<file path="src/rtl/division_result_sign_restore_pkg.sv">
`default_nettype none
// ============================================================================
// division_result_sign_restore_pkg : shared types/constants for sign restore
// Rev 1.0
// ============================================================================
package division_result_sign_restore_pkg;

    localparam int c_WIDTH_DEFAULT = 4;
    localparam int c_CNT_W         = $clog2(c_WIDTH_DEFAULT + 1);

    typedef enum logic [1:0] {
        S_IDLE = 2'd0,
        S_CONV = 2'd1,
        S_DONE = 2'd2
    } state_t;

    function automatic logic f_quot_negative(input logic sign_a, input logic sign_b);
        return sign_a ^ sign_b;
    endfunction

endpackage
`default_nettype wire

</file>
<file path="src/rtl/division_serial_negate.sv">
`default_nettype none
// ============================================================================
// division_serial_negate : bit-serial LSB-first two's-complement cell
// Rev 1.0
// ============================================================================
module division_serial_negate (
    input  logic clk,
    input  logic rst,
    input  logic i_load,
    input  logic i_neg_en,
    input  logic i_bit_in,
    output logic o_bit_out,
    output logic o_carry
);

    logic r_carry;

    // Carry seeds to 1 (the "+1") and only survives while the input bits are zero.
    always_ff @(posedge clk) begin
        if (!rst) begin
            r_carry <= 1'b0;
        end else if (i_load) begin
            r_carry <= 1'b1;
        end else begin
            r_carry <= ~i_bit_in & r_carry;
        end
    end

    assign o_bit_out = i_neg_en ? (~i_bit_in ^ r_carry) : i_bit_in;
    assign o_carry   = r_carry;

endmodule
`default_nettype wire

</file>
<file path="src/rtl/division_result_sign_restore.sv">
`default_nettype none
// ============================================================================
// division_result_sign_restore : re-applies quotient/remainder signs serially
// Rev 1.0
// ============================================================================
module division_result_sign_restore
    import division_result_sign_restore_pkg::*;
#(
    parameter int WIDTH = c_WIDTH_DEFAULT
) (
    input  logic             clk,
    input  logic             rst,
    input  logic             i_start,
    input  logic [WIDTH-1:0] i_quot_mag,
    input  logic [WIDTH-1:0] i_rem_mag,
    input  logic             i_sign_a,
    input  logic             i_sign_b,
    input  logic             i_div_by_zero,
    output logic [WIDTH-1:0] o_result_q,
    output logic [WIDTH-1:0] o_result_r,
    output logic             o_busy,
    output logic             o_done,
    output logic             o_overflow,
    output logic             o_err
);

    localparam int                      c_BIT_CNT_W = $clog2(WIDTH + 1);
    localparam logic [c_BIT_CNT_W-1:0]  c_CNT_LAST  = c_BIT_CNT_W'(WIDTH - 1);
    localparam logic [c_BIT_CNT_W-1:0]  c_CNT_ONE   = c_BIT_CNT_W'(1);

    state_t                 r_state;
    state_t                 w_state_nxt;
    logic                   w_load;
    logic                   w_err_go;
    logic                   w_shift;
    logic                   w_finish;

    logic [WIDTH-1:0]       r_q_sh;
    logic [WIDTH-1:0]       r_r_sh;
    logic                   r_q_neg;
    logic                   r_r_neg;
    logic                   r_ovf_cap;
    logic                   r_err_cap;
    logic [c_BIT_CNT_W-1:0] r_cnt;

    logic [WIDTH-1:0]       r_result_q;
    logic [WIDTH-1:0]       r_result_r;
    logic                   r_done;
    logic                   r_overflow;
    logic                   r_err;

    logic                   w_q_bit;
    logic                   w_r_bit;
    logic                   w_q_carry_unused;
    logic                   w_r_carry_unused;

    always_ff @(posedge clk) begin
        if (!rst) begin
            r_state <= S_IDLE;
        end else begin
            r_state <= w_state_nxt;
        end
    end

    always_comb begin
        w_state_nxt = r_state;
        w_load      = 1'b0;
        w_err_go    = 1'b0;
        w_shift     = 1'b0;
        w_finish    = 1'b0;
        case (r_state)
            S_IDLE: begin
                if (i_start) begin
                    if (i_div_by_zero) begin
                        w_err_go    = 1'b1;
                        w_state_nxt = S_DONE;
                    end else begin
                        w_load      = 1'b1;
                        w_state_nxt = S_CONV;
                    end
                end
            end
            S_CONV: begin
                w_shift = 1'b1;
                if (r_cnt == c_CNT_LAST) begin
                    w_state_nxt = S_DONE;
                end
            end
            S_DONE: begin
                w_finish    = 1'b1;
                w_state_nxt = S_IDLE;
            end
            default: begin
                w_state_nxt = S_IDLE;
            end
        endcase
    end

    division_serial_negate u_neg_q (
        .clk      (clk),
        .rst      (rst),
        .i_load   (w_load),
        .i_neg_en (r_q_neg),
        .i_bit_in (r_q_sh[0]),
        .o_bit_out(w_q_bit),
        .o_carry  (w_q_carry_unused)
    );

    division_serial_negate u_neg_r (
        .clk      (clk),
        .rst      (rst),
        .i_load   (w_load),
        .i_neg_en (r_r_neg),
        .i_bit_in (r_r_sh[0]),
        .o_bit_out(w_r_bit),
        .o_carry  (w_r_carry_unused)
    );

    // Converted bits enter at the MSB, so after WIDTH shifts the register holds the result.
    always_ff @(posedge clk) begin
        if (!rst) begin
            r_q_sh     <= '0;
            r_r_sh     <= '0;
            r_q_neg    <= 1'b0;
            r_r_neg    <= 1'b0;
            r_ovf_cap  <= 1'b0;
            r_err_cap  <= 1'b0;
            r_cnt      <= '0;
            r_result_q <= '0;
            r_result_r <= '0;
            r_done     <= 1'b0;
            r_overflow <= 1'b0;
            r_err      <= 1'b0;
        end else begin
            r_done <= w_finish;
            if (w_load) begin
                r_q_sh    <= i_quot_mag;
                r_r_sh    <= i_rem_mag;
                r_q_neg   <= f_quot_negative(i_sign_a, i_sign_b);
                r_r_neg   <= i_sign_a;
                r_ovf_cap <= ~f_quot_negative(i_sign_a, i_sign_b) & i_quot_mag[WIDTH-1];
                r_err_cap <= 1'b0;
                r_cnt     <= '0;
            end else if (w_err_go) begin
                r_q_sh    <= '0;
                r_r_sh    <= '0;
                r_ovf_cap <= 1'b0;
                r_err_cap <= 1'b1;
            end else if (w_shift) begin
                r_q_sh <= {w_q_bit, r_q_sh[WIDTH-1:1]};
                r_r_sh <= {w_r_bit, r_r_sh[WIDTH-1:1]};
                r_cnt  <= r_cnt + c_CNT_ONE;
            end
            if (w_finish) begin
                r_result_q <= r_q_sh;
                r_result_r <= r_r_sh;
                r_overflow <= r_ovf_cap;
                r_err      <= r_err_cap;
            end
        end
    end

    assign o_result_q = r_result_q;
    assign o_result_r = r_result_r;
    assign o_busy     = (r_state != S_IDLE);
    assign o_done     = r_done;
    assign o_overflow = r_overflow;
    assign o_err      = r_err;

endmodule
`default_nettype wire
</file>
<file path="config.mk">
export PLATFORM = sky130hd
export DESIGN_NAME = division_result_sign_restore
export DESIGN_NICKNAME = d
export VERILOG_FILES = /design/src/rtl/division_result_sign_restore_pkg.sv /design/src/rtl/division_serial_negate.sv /design/src/rtl/division_result_sign_restore.sv
export SDC_FILE = /design/constraint.sdc
export NUM_CORES = 1
export LEC_CHECK = 0
export ABC_AREA = 1
export ABC_CLOCK_PERIOD_IN_PS = 1200
export BUFFER_PORTS_ARGS = -buffer_cell sky130_fd_sc_hd__buf_2
export CORE_ASPECT_RATIO = 1.5
export CORE_MARGIN = 10
export CORE_UTILIZATION = 47
export DETAILED_ROUTE_END_ITERATION = 10
export PLACE_DENSITY = 0.71
export SYNTH_ARGS = -nofsm -noshare
export SYNTH_HDL_FRONTEND = slang
export SYNTH_HIERARCHICAL = 1
export SYNTH_SLANG_ARGS = --single-unit
</file>
<file path="constraint.sdc">
create_clock -name clk -period 1.2 [get_ports clk]
set_input_delay 0.24 -clock clk [delete_from_list [all_inputs] [get_ports clk]]
set_output_delay 0.24 -clock clk [all_outputs]
set_load 0.005 [all_outputs]
</file>
# Yosys cells after proc, flatten, opt, wreduce, memory -nomap -nowiden
# Index checks and enable logic that the tools add are counted.
[op_classes] n_mux=24 n_addsub=1 reduce_logical=7 bitwise_logic=11 eq_ne=5
[op_table] op="$mux 4" n=6
[op_table] op="$mux 1" n=14
[op_table] op="$mux 2" n=3
[op_table] op="$not 1->1" n=5
[op_table] op="$ne 2x2->1 const B" n=2
[op_table] op="$pmux 2 s2" n=1
[op_table] op="$reduce_and 2->1" n=2
[op_table] op="$reduce_bool 2->1" n=2
[op_table] op="$add 3x1->3 const B" n=1
[op_table] op="$and 1x1->1" n=3
[op_table] op="$eq 3x2->1 const B" n=1
[op_table] op="$reduce_bool 3->1" n=1
[op_table] op="$xor 1x1->1" n=3
[op_table] op="$eq 2x1->1 const B" n=1
[op_table] op="$eq 2x2->1 const B" n=1
[op_table] op="$logic_not 2->1" n=1
[op_table] op="$reduce_or 2->1" n=1
[word_totals] out_inout_bits=12 regBits=30 elab_cells=63 inputBits=14

# Longest topological paths before layout
# Gate-level depths: netlist of the first run.
[logic_depth] word_depth=6 mapped_depth=8 depth_no_buf=8

# Hierarchy
# Netlist of the first run, hierarchy kept.
[by_module_without_submodules] module="division_result_sign_restore" cells_each=148 n_inst=1 area_each_um2=1126.1 seq_area_each_um2=560.5
[by_module_without_submodules] module="division_serial_negate" cells_each=10 n_inst=2 area_each_um2=62.6 seq_area_each_um2=20.0

# Least setup slack after synthesis of the first run
# OpenSTA, ideal clock, no wires.
[synth_timing] path_type="register to register" from="reg r_cnt[0]" to="reg r_cnt[2]" arrival_ns=1.051 path_buffers=0 required_ns=1.130 setup_ns=0.070 path_stages_with_launch=5 period_less_slack_ns=1.121 slack_ns=0.079 cell_sequence="dfxtp_1 -> ha_1 -> ha_1 -> or2_1 -> a21oi_1"
[synth_between] elab_chain_cells=1
[synth_rtl] item="from (decl)" line="division_result_sign_restore.sv:44" text="logic [c_BIT_CNT_W-1:0] r_cnt;"
[synth_rtl] item="from (signal assigned)" line="division_result_sign_restore.sv:152" text="r_cnt <= r_cnt + c_CNT_ONE;"
[synth_rtl] item="$add 3x1->3" line="division_result_sign_restore.sv:152"
# No other way between the ends.
# A chain may end at the register's enable or synchronous reset.

# Final worst setup path of the first run
[layout_timing] from="reg r_state[0]" to="out o_busy"
[layout_between] elab_chain_cells=1
[layout_rtl] item="from (decl)" line="division_result_sign_restore.sv:31" text="state_t r_state;"
[layout_rtl] item="from (signal assigned)" line="division_result_sign_restore.sv:61" text="r_state <= w_state_nxt;"
[layout_rtl] item="$reduce_bool 2->1" line="division_result_sign_restore.sv:165" text="assign o_busy = (r_state != S_IDLE);"
[layout_rtl] item="to (decl)" line="division_result_sign_restore.sv:21" text="output logic o_busy,"
# No other way between the ends.

==> summary.txt, run 1 <==
Setup path
  – Slowest stage cell, crit path: dfxtp_4
  – Critical Path Start: r_state[0]
  – CP Class: flop to output port
  – Worst EP required: 0.96 ns
  – Critical path's top delay family: flip-flops
  – Crit. path cell count: 3
  – Largest stage delay, worst path: 0.38 ns
  – Buf/Inv on CP: 2
  – RR Endpoint: r_state[1]
  – CP Capture Type: output port
  – Critical path, cell by cell: inv_4, nand2_2, buf_6
  – Reg2Reg Setup Slack: 0.04 ns
  – Critical path arrival: 0.95 ns
  – Worst Reg-to-Reg Cells: 4
  – Startpoint class of the critical path: flop
  – Reg2reg start: r_cnt[0]
  – Crit Path Max Fanout: 5

Logic synthesis
  – Largest family of logic cells by synthesized area: simple AND/OR/NAND/NOR gates
  – Synthesized area: 1250 um^2
  – Syn Area/Cell: 7.45 um^2
  – XOR/XNOR Fraction of Synth Area: 0.700%
  – Top cell type's share of synthesized area: 48.0%
  – Post-synthesis mux area share: 0%
  – Synth Instances: 168
  – Leading area contributor after synthesis: dfxtp_1
  – Unique masters post-synth: 23
  – Adder-cell share of the synthesized area: 4.00%
  – Sequential cell area fraction in the yosys report: 48.0%
  – Synth Area in Compound Gates: 15.7%
  – FF+latch count, synth: 30
  – Post-Synth Simple-Gate Area: 23.9%
  – Top post-synthesis cells by area: dfxtp_1 (48%), nor2_1 (11%), o21ai_0 (10%)
  – Yosys synthesis warning count: 6
  – Net Count, Synth: 186

Finish
  – Most common library cell in the layout ignoring fill and taps: nor2_1
  – Layout cell share with drive strength beyond 1: 27.4%
  – Ant. Diodes: 0
  – Final core utilization: 62.4%
  – Final nets: 218
  – Most frequent cells in the layout: nor2_1 (35), o21ai_0 (25), nand2_1 (24), buf_2 (24), dfxtp_1 (24)
  – P&R area growth vs syn: 25.0%
  – Fill count: 221

Floorplan
  – Core area: 2500 um^2
  – Die Span X: 62.1 um
  – Initial Util: 50.0%
  – DIE AREA: 5170 um^2
  – IO Count: 26
  – Std-Cell Rows: 22
  – Die outline height: 83.2 um

Timing
  – Fraction of the cycle the final worst path needs: 99.4%
  – Final Hold Fails: 0
  – Worst-Margin Slew: 0.377 ns
  – Final Slew Violations: 0
  – Slew HR: 74.9%
  – Min cycle time layout: 1.19 ns
  – Fmax: 838 MHz
  – Setup TNS: 0 ns
  – Clock skew: 0.00989 ns
  – # setup viols final: 0
  – Unrepaired setup endpoints after global routing: true

Flow run
  – Max Cap Viol: 0

Global route
  – First-pass GRT wire length: 5010 um
  – Total track usage: 11.6%
  – Grt total ovfl: 0
  – Largest net degree at the start of global routing: 21
  – Initial antenna violation count: 0
  – Vias in the first global route: 1,155

Placement
  – DP Wirelength: 2160 um
  – IO buf count: 25
  – Gpl congestion: 0.801

Power and ir drop
  – P per Cell Area: 1360 nW/um^2
  – Combinational fraction of design power: 16.7%
  – Pint: 1510 uW
  – Net switching fraction of the power: 28.8%
  – Psw: 613 uW
  – Reg power frac: 53.1%
  – Clock power frac: 30.3%
  – Leakage Power: 0.000760 uW
  – VDD IR max: 0.892 mV

Route
  – DR DRC count: 0
  – Post-route ant nets: 0
  – Detailed Route WL: 3100 um
  – Vias after detailed routing: 1,190
  – Via density: 5.02
  – 1st-iter DRT viols: 35
  – First-pass detailed-route iteration total: 5
  – WL/cell: 13.1 um

Outcome
  – Run status: completed

Clock network
  – Clock Latency Late Sink: 0.34 ns
  – Clock-pin slew on the worst setup and hold paths: 0.10 ns
  – CTS sink cnt: 30
  – H-Tree Depth: 2
  – Root buffer cell: clkbuf_4
  – Clock Path Buffers: 2
  – CTS tree: built
  – Num CTS Buffers: 5
  – Hold_buf cts: 0

Hold path
  – Hold path cells: 3
  – Hold endpoint: r_q_sh[2]
  – Worst hold start: i_quot_mag[2]
  – Hold Crit Class: input port to flop
-- layer usage --
layer / up-vias / wire length [um] / track usage, % / share of wire (%)
met1: 543 / 1200 / 11.4 / 39
met2: 35 / 1610 / 20.1 / 52
met3: 11 / 207 / 4.97 / 6.7
met4: 0 / 79 / 6.03 / 2.6
met5: - / 0 / 0 / 0
li1: 601 / - / - / -
-- flip-flops by register name, indices dropped and copies added (netlist names) --
signal           cells
r_err_cap            1
r_q_sh               4
o_err                1
r_r_neg              1
o_done               1
r_cnt                3
u_neg_q/o_carry      1
u_neg_r/o_carry      1
o_result_r           4
o_result_q           4
r_q_neg              1
o_overflow           1
r_r_sh               4
r_state              2
r_ovf_cap            1
-- cell usage after synthesis (all sizes together) --
master,count
nand2,28
inv,16
o21ai,26
and3,1
a31oi,1
clkbuf,2
ha,4
nor2,36
nand3,5
or2,2
dfxtp,30
buf,4
a21oi,12
xor2,1
-- through the flow --
| stage | hold slack, ns | worst slack, ns | power, uW | area (um^2) | std cells |
|---|---|---|---|---|---|
| floorplan | 0.352 | 0.0792 | 1340 | 1250 | 168 |
| global placement | 0.456 | 0.0501 | 1470 | 1440 | 227 |
| detailed placement | 0.472 | 0.0304 | 1480 | 1440 | 227 |
| CTS | 0.136 | 0.00345 | 2100 | 1500 | 235 |
| global route | 0.144 | -0.0259 | 2240 | 1560 | 237 |
| finish | 0.139 | 0.00713 | 2130 | 1560 | 237 |
-- worst max-delay path by stage --
stage                 endpoint  slack [ns]
floorplan             r_cnt[2]        0.08
global placement     r_q_sh[3]        0.05
detailed placement  r_state[1]        0.03
CTS                     o_busy       0.003
global route            o_busy       -0.03
finish                  o_busy       0.007
-- kinds of logic (layout without fill, tap and decap cells) --
| group | count (synthesis) | after routing |
|---|---|---|
| and+or+nand+nor | 72 | 72 |
| AOI/OAI and AO/OA | 39 | 39 |
| DFF | 30 | 30 |
| buffers and inverters | 22 | 55 |
| adders and majority gates | 4 | 4 |
| xor gates and xnor gates | 1 | 1 |
-- what timing repair did --
action | in CTS | in global routing
pin swaps | 0 | 3
endpoints found under the setup margin | 1 | 11
resized for setup | 1 | 15
buffers inserted | 0 | 2
-- worst register-to-register path: cells and delay by family, from the launching register on --
| family | cells | cell delay [ns] |
|---|---|---|
| adder cells (fa/ha/maj) | 2 | 0.34 |
| AND/OR/NAND/NOR | 2 | 0.39 |
| flip-flops | 1 | 0.33 |
-- final cells by class --
cell class,count,area (um^2),share of cell area [%]
multi-input cells,116,582,37.2
clock inverters,1,5.00,0.320
inverters,16,65.1,4.16
flip-flops and latches,30,611,39.0
well taps,36,45.0,2.88
clock buffers,7,55.1,3.52
repair buffers,31,201,12.9
-- power groups by stage --
stage	logic (uW)	clock network, uW	registers (uW)
2_1_floorplan	205	0	1140
3_3_place_gp	326	0	1140
3_5_place_dp	333	0	1150
4_1_cts	335	646	1120
5_1_grt	405	695	1140
6_report	354	643	1130
Note: power is estimated with default switching activity, not from simulation.
==> inputs of run 2 (changes only) <==
CORE_ASPECT_RATIO = not set   (was 1.5)
==> run 2 against run 1 <==
Against the previous run:
- cell area decreased by 2.1%
- clock power is 0.9% higher
- combinational power decreased by 2%
- count of clock-buffer cells in the layout decreased by 1
- die area down 0.82%
- routed wire length is 2.6% lower
- sequential cell count did not move
- setup slack gained 0.011 ns
- global-route usage up 0.88 points
- sequential share of layout area up 0.67 points
- via count shrank 2.7%
- critical endpoint unchanged
- largest cell class unchanged
- largest power group unchanged
==> summary.txt, run 2 (synthesis results as in run 1) <==
Timing
  – Slew HR: 75.2%
  – Hold WS: 0.136 ns
  – Worst-Margin Slew: 0.372 ns
  – Setup TNS: 0 ns
  – Clock skew: 0.00604 ns
  – Final WS setup: 0.0179 ns
  – Fmax: 846 MHz
  – # setup viols final: 0
  – Unrepaired setup endpoints after global routing: true
  – Fraction of the cycle the final worst path needs: 98.5%
  – Final Slew Violations: 0
  – Final Hold Fails: 0
  – Min cycle time layout: 1.18 ns

Hold path
  – Hold Crit Class: input port to flop

Placement
  – Gpl congestion: 0.861
  – Place WS: 0.00655 ns
  – DP Wirelength: 2120 um
  – IO buf count: 25

Setup path
  – Critical path, cell by cell: inv_4, nand2_2, buf_6
  – Startpoint class of the critical path: flop
  – Largest stage delay, worst path: 0.38 ns
  – Critical path arrival: 0.94 ns
  – Worst EP required: 0.96 ns
  – Slowest stage cell, crit path: dfxtp_4
  – CP Capture Type: output port
  – Crit Path Max Fanout: 5
  – CP Class: flop to output port

Clock network
  – CTS sink cnt: 30
  – Clock Path Buffers: 2
  – Clock-pin slew on the worst setup and hold paths: 0.10 ns
  – H-Tree Depth: 2
  – Root buffer cell: clkbuf_4
  – Num CTS Buffers: 5
  – Clock Latency Late Sink: 0.34 ns
  – Hold_buf cts: 0
  – CTS tree: built

Finish
  – Most frequent cells in the layout: nor2_1 (35), o21ai_0 (26), dfxtp_1 (26), nand2_1 (24), buf_2 (24)
  – Layout cell share with drive strength beyond 1: 26.4%
  – Most common library cell in the layout ignoring fill and taps: nor2_1
  – Ant. Diodes: 0
  – Final nets: 218
  – P&R area growth vs syn: 22.4%

Global route
  – First-pass GRT wire length: 5310 um
  – Initial antenna violation count: 0
  – Vias in the first global route: 1,213
  – Largest net degree at the start of global routing: 21
  – Grt total ovfl: 0
  – Total track usage: 12.5%

Route
  – 1st-iter DRT viols: 57
  – DR DRC count: 0
  – Detailed Route WL: 3020 um
  – First-pass detailed-route iteration total: 4
  – WL/cell: 13.1 um
  – Post-route ant nets: 0
  – Via density: 5.01
  – Vias after detailed routing: 1,158

Floorplan
  – IO Count: 26
  – DIE AREA: 5130 um^2
  – Die Span X: 71.6 um
  – Initial Util: 50.1%
  – Core area: 2500 um^2
  – Die outline height: 71.6 um
  – Std-Cell Rows: 18

Power and ir drop
  – Leakage Power: 0.000749 uW
  – P per Cell Area: 1390 nW/um^2
  – VDD IR max: 0.861 mV

Flow run
  – Max Cap Viol: 0

Outcome
  – Run status: completed
==> run 2: layer usage <==
layer / part of all wire [%] / vias to the layer above / track usage, % / routed length (um)
met5: 0 / - / 0 / 0
met4: 2.4 / 0 / 5.81 / 72
met3: 6.5 / 7 / 5.23 / 195
met2: 46 / 33 / 19.7 / 1400
met1: 45 / 520 / 14.3 / 1350
li1: - / 598 / - / -
==> run 2: cell type report <==
cell class	instances	area (um^2)
Sequential cell	30	608
Clock buffer	6	51.3
Fill cell	249	968
Inverter	16	65.1
Tap cell	30	37.5
Timing Repair Buffer	31	189
Clock inverter	2	12.5
Multi-Input combinational cell	116	568
==> run 2: power by group <==
part	switching (uW)	leakage, uW	internal [uW]
Sequential	50.7	0.000248	1080
Clock	368	0.0000343	281
Combinational	200	0.000467	146
==> run 2: what timing repair did <==
action	CTS	global route
setup buffers	1	1
setup endpoints to repair	2	11
resized for setup	2	11
pin swaps	0	1
gates cloned	0	0
==> run 2: metrics by stage <==
step	area (um^2)	total power [uW]	instances	utilization [%]
floorplan	1250	1340	168	-
global placement	1420	1460	221	56.8
detailed placement	1420	1470	221	56.8
CTS	1490	2130	230	59.8
global route	1530	2250	231	61.3
finish	1530	2120	231	61.3
==> run 2: worst max-delay path, delay by kind of cell, from the launching register on <==
kind / cells / cell delay [ns]
buf+inv: 2 / 0.18
flops: 1 / 0.38
simple gates: 1 / 0.05
==> run 2: path summary, 6_finish.rpt <==
path	startpoint	end	slack, ns	cells after the start
worst max register to register	r_cnt[0]	r_cnt[2]	0.04	4
worst max-delay path	r_state[0]	o_busy	0.02	3
worst min register to register	r_cnt[1]	r_cnt[1]	0.49	2
worst min-delay path	i_rem_mag[0]	r_r_sh[0]	0.14	3
